==> config.mk <==
export PLATFORM = sky130hd
export DESIGN_NAME = bitty_core
export DESIGN_NICKNAME = d
export VERILOG_FILES = /design/src/rtl/bitty_core_pkg.sv /design/src/rtl/bitty_alu.sv /design/src/rtl/bitty_core.sv
export SDC_FILE = /design/constraint.sdc
export NUM_CORES = 1
export LEC_CHECK = 0
export ABC_CLOCK_PERIOD_IN_PS = 5880
export CORE_ASPECT_RATIO = 0.75
export CORE_UTILIZATION = 63
export DETAILED_ROUTE_END_ITERATION = 6
export GPL_TIMING_DRIVEN = 0
export PLACE_DENSITY_LB_ADDON = 0.15
export SLEW_MARGIN = 25
export SYNTH_ARGS = -nofsm -noshare
export SYNTH_HDL_FRONTEND = slang
export SYNTH_SLANG_ARGS = --single-unit
==> constraint.sdc <==
create_clock -name clk -period 5.88 [get_ports clk]
set_clock_uncertainty 0.1 [all_clocks]
set_input_delay 1.176 -clock clk [delete_from_list [all_inputs] [get_ports clk]]
set_output_delay 1.176 -clock clk [all_outputs]
set_load 0.01 [all_outputs]
==> src/rtl/bitty_core_pkg.sv <==
// bitty_core shared types: ALU ops, formats, FSM states, decoded instruction.
// Instruction field positions and a shift-amount width helper.
package bitty_core_pkg;

  typedef enum logic [2:0] {
    OP_ADD = 3'd0,
    OP_SUB = 3'd1,
    OP_AND = 3'd2,
    OP_OR  = 3'd3,
    OP_XOR = 3'd4,
    OP_SHL = 3'd5,
    OP_SHR = 3'd6,
    OP_CMP = 3'd7
  } op_e;

  typedef enum logic [1:0] {
    FMT_REG  = 2'b00,
    FMT_IMM  = 2'b01,
    FMT_BAD2 = 2'b10,
    FMT_BAD3 = 2'b11
  } fmt_e;

  typedef enum logic [1:0] {
    S_IDLE,
    S_LOAD,
    S_EXEC,
    S_WB
  } state_e;

  localparam int RX_LSB  = 13;
  localparam int RY_LSB  = 10;
  localparam int IMM_LSB = 5;
  localparam int OP_LSB  = 2;
  localparam int FMT_LSB = 0;

  typedef struct packed {
    logic [2:0] rx;
    logic [2:0] ry;
    logic [7:0] imm;
    op_e        op;
    fmt_e       fmt;
  } instr_t;

  function automatic int shamt_w(input int w);
    return (w <= 2) ? 1 : $clog2(w);
  endfunction

  function automatic instr_t decode(input logic [15:0] i);
    instr_t d;
    d.rx  = i[RX_LSB +: 3];
    d.ry  = i[RY_LSB +: 3];
    d.imm = i[IMM_LSB +: 8];
    d.op  = op_e'(i[OP_LSB +: 3]);
    d.fmt = fmt_e'(i[FMT_LSB +: 2]);
    return d;
  endfunction

endpackage

==> src/rtl/bitty_alu.sv <==
// bitty_alu: combinational ALU for bitty_core.
// ADD/SUB/CMP use a DATA_W+1 bit sum; logic and shifts clear carry.
module bitty_alu
  import bitty_core_pkg::*;
#(
  parameter int DATA_W = 16
) (
  input  logic [DATA_W-1:0] a,
  input  logic [DATA_W-1:0] b,
  input  op_e               op,
  output logic [DATA_W-1:0] result,
  output logic              carry,
  output logic              zero
);

  localparam int SW = shamt_w(DATA_W);

  logic [DATA_W:0] sum;
  logic [SW-1:0]   sh;

  assign sh = b[SW-1:0];

  always_comb begin
    sum    = '0;
    result = '0;
    carry  = 1'b0;
    unique case (op)
      OP_ADD: begin
        sum    = {1'b0, a} + {1'b0, b};
        result = sum[DATA_W-1:0];
        carry  = sum[DATA_W];
      end
      // carry doubles as borrow: set when a < b unsigned
      OP_SUB, OP_CMP: begin
        sum    = {1'b0, a} - {1'b0, b};
        result = sum[DATA_W-1:0];
        carry  = sum[DATA_W];
      end
      OP_AND: result = a & b;
      OP_OR:  result = a | b;
      OP_XOR: result = a ^ b;
      OP_SHL: result = a << sh;
      OP_SHR: result = a >> sh;
    endcase
    zero = (result == '0);
  end

endmodule

==> src/rtl/bitty_core.sv <==
// bitty_core: multi-cycle register machine, IDLE/LOAD/EXEC/WB per instruction.
// Optional BITTY_CORE_DBG_EN adds a combinational register-file read port.
module bitty_core
  import bitty_core_pkg::*;
#(
  parameter int DATA_W   = 16,
  parameter int NUM_REGS = 8
) (
  input  logic              clk,
  input  logic              reset,
  input  logic              run,
  input  logic [15:0]       d_instr,
  output logic [DATA_W-1:0] d_out,
  output logic              done,
  output logic [1:0]        flags,
  output logic              err
`ifdef BITTY_CORE_DBG_EN
  ,
  input  logic [2:0]        dbg_addr,
  output logic [DATA_W-1:0] dbg_data
`endif
);

  if (NUM_REGS != 8) begin : g_regs_chk
    $error("bitty_core: NUM_REGS must be 8");
  end

  if (DATA_W < 8 || DATA_W > 64) begin : g_width_chk
    $error("bitty_core: DATA_W must be 8..64");
  end

  state_e state_q, state_d;

  logic [15:0]       instr_q;
  logic [DATA_W-1:0] s_q;
  logic [DATA_W-1:0] c_q;
  logic [1:0]        flags_q;
  logic              err_q;
  logic [DATA_W-1:0] rf [NUM_REGS];

  instr_t            di;
  logic              legal;
  logic              writes;
  logic              cap;
  logic [DATA_W-1:0] b_val;
  logic [DATA_W-1:0] alu_res;
  logic              alu_c;
  logic              alu_z;

  assign di     = decode(instr_q);
  assign legal  = (di.fmt == FMT_REG) || (di.fmt == FMT_IMM);
  assign writes = legal && (di.op != OP_CMP);
  assign b_val  = (di.fmt == FMT_IMM) ? DATA_W'(di.imm) : rf[di.ry];

  bitty_alu #(
    .DATA_W(DATA_W)
  ) u_alu (
    .a      (s_q),
    .b      (b_val),
    .op     (di.op),
    .result (alu_res),
    .carry  (alu_c),
    .zero   (alu_z)
  );

  always_ff @(posedge clk or negedge reset) begin
    if (!reset) state_q <= S_IDLE;
    else        state_q <= state_d;
  end

  // WB accepts a new instruction directly for 3-cycle issue
  always_comb begin
    state_d = state_q;
    done    = 1'b0;
    cap     = 1'b0;
    unique case (state_q)
      S_IDLE: begin
        if (run) begin
          cap     = 1'b1;
          state_d = S_LOAD;
        end
      end
      S_LOAD: state_d = S_EXEC;
      S_EXEC: state_d = S_WB;
      S_WB: begin
        done = 1'b1;
        if (run) begin
          cap     = 1'b1;
          state_d = S_LOAD;
        end else begin
          state_d = S_IDLE;
        end
      end
      default: state_d = S_IDLE;
    endcase
  end

  always_ff @(posedge clk or negedge reset) begin
    if (!reset) begin
      instr_q <= '0;
      s_q     <= '0;
      c_q     <= '0;
      flags_q <= '0;
      err_q   <= 1'b0;
    end else begin
      if (cap) instr_q <= d_instr;
      if (state_q == S_LOAD) s_q <= rf[di.rx];
      if (state_q == S_EXEC) begin
        if (legal) flags_q <= {alu_c, alu_z};
        else       err_q   <= 1'b1;
        if (writes) c_q <= alu_res;
      end
    end
  end

  always_ff @(posedge clk or negedge reset) begin
    if (!reset) begin
      for (int i = 0; i < NUM_REGS; i++) rf[i] <= '0;
    end else if (state_q == S_WB && writes) begin
      rf[di.rx] <= c_q;
    end
  end

  assign d_out = c_q;
  assign flags = flags_q;
  assign err   = err_q;

`ifdef BITTY_CORE_DBG_EN
  assign dbg_data = rf[dbg_addr];
`endif

endmodule

==> results of run 1 <==
==> worst max path at each step <==
stage          slack (ns)   startpoint          to  depth (start not counted)
2_1_floorplan        1.36  instr_q[10]    flags[0]                         16
3_3_place_gp        -3.83        reset  instr_q[3]                          1
3_5_place_dp        -0.27  instr_q[10]    flags[0]                         16
4_1_cts              0.03  instr_q[10]    flags[0]                         20
5_1_grt               0.1  instr_q[10]    flags[0]                         16
6_report              0.1  instr_q[10]    flags[0]                         16
==> metal layers <==
metal,share of wire,vias to the layer above
met2,0.41,721
met5,0,-
met1,0.43,5391
li1,-,4512
met4,0.030,0
met3,0.13,103
==> area by class of cell <==
type / count / area share
buffer: 64 / 0.0211
clock buffer: 21 / 0.0325
clock inverter: 11 / 0.0106
inverter: 63 / 0.0169
multi-input combinational: 861 / 0.548
sequential: 181 / 0.319
tap: 253 / 0.0223
timing repair buffer: 40 / 0.0296
==> state kept, by name, summed over array words and instances, names as in the netlist <==
| signal | cells |
|---|---|
| err | 1 |
| d_out | 16 |
| instr_q | 16 |
| rf | 128 |
| flags | 2 |
| state_q | 2 |
| s_q | 16 |
==> worst max-delay path: cells and delay by family, from the launching register on <==
| kind | cells | cell delay, ns |
|---|---|---|
| AOI/OAI and AO/OA | 5 | 1.67 |
| and+or+nand+nor | 5 | 1.42 |
| muxes | 2 | 0.80 |
| buffers and inverters | 2 | 0.71 |
| DFF | 1 | 0.52 |
| adders and majority gates | 1 | 0.40 |
| xor gates and xnor gates | 1 | 0.07 |
==> metrics by stage <==
| step | instance area [um2] | TNS [ns] | instances | hold slack, ns | setup slack (ns) |
|---|---|---|---|---|---|
| 2_1_floorplan | 12800 | 0 | 1171 | 0.381 | 1.36 |
| 3_5_place_dp | 13500 | -0.271 | 1464 | 0.372 | -0.271 |
| 5_1_grt | 14200 | 0 | 1494 | 0.414 | 0.0995 |
| 6_report | 14200 | 0 | 1494 | 0.394 | 0.0959 |
| 4_1_cts | 14200 | 0 | 1496 | 0.395 | 0.0314 |
| 3_3_place_gp | 13500 | -690.65 | 1462 | 0.349 | -3.83 |
==> cells in the final DEF (no fill, tap or decap), drive strengths merged, types with 9 or more instances in the layout <==
| cell | instances |
|---|---|
| nor3 | 15 |
| nor2 | 77 |
| nand3 | 17 |
| mux2i | 57 |
| inv | 62 |
| mux4 | 59 |
| clkbuf | 61 |
| o22ai | 15 |
| clkdlybuf4s50 | 37 |
| nand2b | 14 |
| ha | 66 |
| nand2 | 70 |
| a21oi | 66 |
| buf | 27 |
| dfrtp | 181 |
| o21ai | 37 |
| xnor2 | 16 |
| or3 | 9 |
| o211ai | 12 |
| mux2 | 164 |
| a221oi | 16 |
| a31oi | 10 |
| a211oi | 18 |
==> cell families after synthesis <==
logic type / share of synthesized area
xor gates and xnor gates: 0.0130
DFF: 0.354
buffers and inverters: 0.0424
AOI/OAI and AO/OA: 0.138
adders and majority gates: 0.0677
muxes: 0.296
and+or+nand+nor: 0.0894
==> timing repair <==
action / 4_1_cts / 5_1_grt
endpoints found under the setup margin: 1 / 1
gates cloned: 0 / 0
setup buffers: 0 / 0
gates resized for setup: 3 / 5
==> results_dict.tcl, run 1 <==
set metrics [dict create \
    status "finished, violations left" \
    violations "design-rule violations" \
    hold_depth 1 \
    drive_above_1_share 0.241 \
    use_met2 0.575 \
    grt.busiest_layer "met1" \
    period_share 0.984 \
    path_class "flop to flop" \
    path_cells "buf_4 > buf_2 > mux4_2 > mux2i_1 > nor2_1 > a21oi_1 > ha_1 > a211oi_2 > o21ai_0 > nand2b_1 > xnor2_1 > o22ai_1 > nand4_1 > nor4_2 > nand4_1 > o32ai_2" \
    yosysSeqAreaShare 0.354 \
    vias 10700 \
    postCtsHoldBufs 0 \
    min_to "err" \
    drt-pass1-iter-count 7 \
    die_h_um 125 \
    root_buffer "clkbuf_16" \
    synth_cells 1171 \
    start_util 0.653 \
    tightest_slew_ns 1.06 \
    io_buffers 38 \
    yosys_warnings 0 \
    relSlewSlack 0.295 \
    use_met3 0.174 \
    slew_viol_final 0 \
    synth_edf_count 0 \
    synthTopCellsByArea "dfrtp_1 35%, mux2_2 14%, mux4_2 10%, ha_1 6.5%, mux2i_1 4.2%" \
    synth_common_cells "181 x dfrtp_1, 164 x mux2_2, 76 x nor2_1" \
    start_kind "flop" \
    cts_tree "yes" \
    netlist.area_leader.share 0.354 \
    rrSetupSlack_ns 0.1 \
    grt_pass1_vias 10700 \
    fmax_ghz 0.173 \
    synth_top_area_cell "dfrtp_1" \
    clockBufferDepth 2 \
    core-area_um2 19600 \
    regToRegStartpoint "instr_q[10]" \
    r2r_end "flags[0]" \
    nets 1315 \
    routed_wl_um 41800 \
    drc 1 \
    cp-end-kind "flop" \
    ys_ff_latch 181 \
    grt_overflow 0 \
    crit_fanout 10 \
    fin_crit_ns 5.78 \
    grt_max_degree 93 \
    yosysMostFrequentCell "dfrtp_1" \
    gp_congestion 1.08 \
    via_per_inst 7.18 \
    seq_area_um2 4530 \
    syn_nets 1258 \
    fillers 1389 \
    ios 39 \
    required_ns 6.13 \
    cp_slowest_cell "nor4_2" \
    critPathMaxStageDelay_ns 0.63 \
    hold_viol_final 0 \
    cp_common_cell "nand4_1" \
    grt_pass1_wl_um 64500 \
    numCtsBuffers 17 \
    area_growth_pct 10.8 \
    ys_types 82 \
    grtUsageTotal 0.417 \
    std_cell_rows 44 \
    use_met1 0.595 \
    clkTransAtPathRegs_ns 0.07 \
    grt_setup_unrepaired "false" \
    hpwl_um 30600 \
    clk_latency_ns 0.44 \
    synth_flop_cell "dfrtp_1" \
    die-area_um2 20900 \
    avgRoutedWirePerCell_um 28.0 \
    worstHoldPathType "flop to flop" \
    hold_start "err" \
    ant_nets 0 \
    drv_cap 0 \
    antenna_cells 0 \
    grt_antenna_before_repair 0 \
    async_flop_share 1.00 \
    cp_data_arrival_time_ns 6.03 \
    multi_input_area_um2 7760 \
    avgSynthCellArea_um2 10.9 \
    die_w_um 167 \
    reg2reg_depth 16 \
    syn_area_um2 12800 \
    clock-sinks 181 \
    drtIter0Drc 1576 \
    finish.utilization 0.724 \
    finalSetupViolCount 0 \
    cts_max_level 4 \
]
Power of run 1 is left out: the tool's default activity adds up to more than one toggle a clock period on the data nets, which glitch-free logic cannot reach.
==> run 2: changes to the inputs <==
--- a/config.mk
+++ b/config.mk
@@ -7,8 +7,9 @@
 export LEC_CHECK = 0
 export ABC_CLOCK_PERIOD_IN_PS = 5880
 export CORE_ASPECT_RATIO = 0.75
-export CORE_UTILIZATION = 63
+export CORE_UTILIZATION = 65
 export DETAILED_ROUTE_END_ITERATION = 6
+export DONT_BUFFER_PORTS = 1
 export GPL_TIMING_DRIVEN = 0
 export PLACE_DENSITY_LB_ADDON = 0.15
 export SLEW_MARGIN = 25
==> run 2 against run 1 <==
Against the previous run:
- the run now ends clean
- die area decreased by 3.0%
- non-clock buffer count shrank 40
- critical path depth up 3
- via count is 3.1% lower
- core utilization shrank 1.2 points
- worst setup slack better by 0.13 ns
- clock-buffer cell count down 3
- register-to-register slack improved by 0.13 ns
- sequential share of layout area rose by 1.0 points
- worst hold slack got worse by 0.062 ns
- highest routed layer unchanged
==> results_dict.tcl, run 2 (synthesis gave the netlist of run 1 again) <==
set metrics [dict create \
    final_cell_mix "181 x dfrtp_1, 164 x mux2_2, 76 x nor2_1" \
    wl_met1_um 18100 \
    fillers 1395 \
    gp_congestion 1.03 \
    fin_cells 1454 \
    grt_pass1_vias 10100 \
    grt_antenna_before_repair 0 \
    grt_max_degree 182 \
    cp_data_arrival_time_ns 5.90 \
    setup_tns_ns 0 \
    drc 0 \
    avgRoutedWirePerCell_um 28.3 \
    clkTransAtPathRegs_ns 0.08 \
    io_buffers 0 \
    met3_length_um 4940 \
    start_kind "flop" \
    die-area_um2 20300 \
    clockBufferDepth 2 \
    numCtsBuffers 17 \
    grt_pass1_wl_um 61800 \
    start_util 0.662 \
    hpwl_um 30500 \
    wl_met2_um 17100 \
    via_per_inst 7.15 \
    fin_crit_ns 5.65 \
    largest_reg_flops 128 \
    slew_viol_final 0 \
    ant_nets 0 \
    fmax_ghz 0.177 \
    nets 1275 \
    finalSetupViolCount 0 \
    grtUsageTotal 0.421 \
    clock-sinks 181 \
    cts_setup_buffers 0 \
    grt_setup_unrepaired "false" \
    antenna_cells 0 \
    status "finished, final reports clean" \
    drt-pass1-iter-count 6 \
    worstHoldPathType "input pin to asynchronous set/reset pin" \
    ios 39 \
    vias 10400 \
    drtIter0Drc 1450 \
    cts_tree "yes" \
    drv_cap 0 \
    top_layer_used "met4" \
    relSlewSlack 0.317 \
    routed_wl_um 41200 \
    path_class "flop to flop" \
    post-place-ws_ns -0.206 \
    crit_fanout 20 \
    period_share 0.961 \
    clk_latency_ns 0.44 \
    finish.utilization 0.711 \
    drive_above_1_share 0.248 \
    std_cell_rows 44 \
    worst_slack_ns 0.230 \
    die_w_um 164 \
    tightest_slew_ns 1.02 \
    hold_viol_final 0 \
    cp-end-kind "flop" \
    required_ns 6.13 \
    core-area_um2 19300 \
    grt_overflow 0 \
    dp.cells 1425 \
    die_h_um 123 \
    root_buffer "clkbuf_16" \
    largest_register "rf" \
    final_common_cell "dfrtp_1" \
    cts_max_level 4 \
    area_growth_pct 7.43 \
]
[run 2: changes by cell type in the layout (fill, tap and decap cells not counted), moves of 2 or more]
cell | before | now
a211oi_1 | 17 | 15
a211oi_2 | 1 | 3
a221oi_1 | 10 | 12
a221oi_2 | 6 | 4
bufinv_16 | 3 | 0
clkbuf_1 | 40 | 38
clkdlybuf4s50_1 | 37 | 0
clkinv_2 | 2 | 0
clkinv_4 | 3 | 1
clkinv_8 | 0 | 3
inv_6 | 1 | 3
inv_8 | 0 | 5
[run 2: final timing paths]
kind / startpoint / end / slack, ns / depth (start not counted)
worst max register to register: instr_q[10] / flags[0] / 0.23 / 19
min in group clk: rf[44] / rf[44] / 0.43 / 1
worst min-delay path: reset / flags[1] / 0.33 / 0
worst min register to register: rf[44] / rf[44] / 0.43 / 1
max in group asynchronous: reset / rf[114] / 5.06 / 0
worst max-delay path: instr_q[10] / flags[0] / 0.23 / 19
[run 2: cell type report]
type                            instances  area (um2)  share of cell area
Sequential cell                       181        4530               0.330
Multi-Input combinational cell        861        7760               0.565
Clock inverter                         14         155              0.0113
Clock buffer                           18         439              0.0320
Buffer                                 63         294              0.0214
Tap cell                              253         317              0.0230
Timing Repair Buffer                    1        7.51            0.000546
Inverter                               63         239              0.0174
[run 2: worst max-delay path: stages (launching register included)]
cell,delay (ns)
dfrtp_1,0.50
buf_4,0.42
nor2_1,0.16
a22oi_2,0.32
a31oi_4,0.22
inv_2,0.12
buf_6,0.24
ha_1,0.25
inv_1,0.07
fa_1,0.42
nand2b_1,0.19
a211oi_2,0.46
o21ai_0,0.14
nand2b_1,0.10
xnor2_1,0.07
o22ai_1,0.24
nand4_1,0.35
nor4_2,0.54
nand4_1,0.30
o32ai_2,0.31
[run 2: metrics by stage]
stage	cell area [um2]	hold slack (ns)
floorplan	12800	0.381
global placement	13100	0.399
detailed placement	13100	0.410
CTS	13700	0.331
global route	13700	0.324
finish	13700	0.332
[run 2: what timing repair did]
action,4_1_cts,5_1_grt
hold buffers,0,0
endpoints found under the setup margin,1,2
gates resized for setup,3,3
gates cloned,0,0
[run 2: routing by layer]
layer  up-vias  global-route usage
met2       654               0.590
met3        87               0.128
met5         -                   0
met4         0               0.128
li1       4434                   -
met1      5218               0.624
Power of run 2 is left out for the same reason.
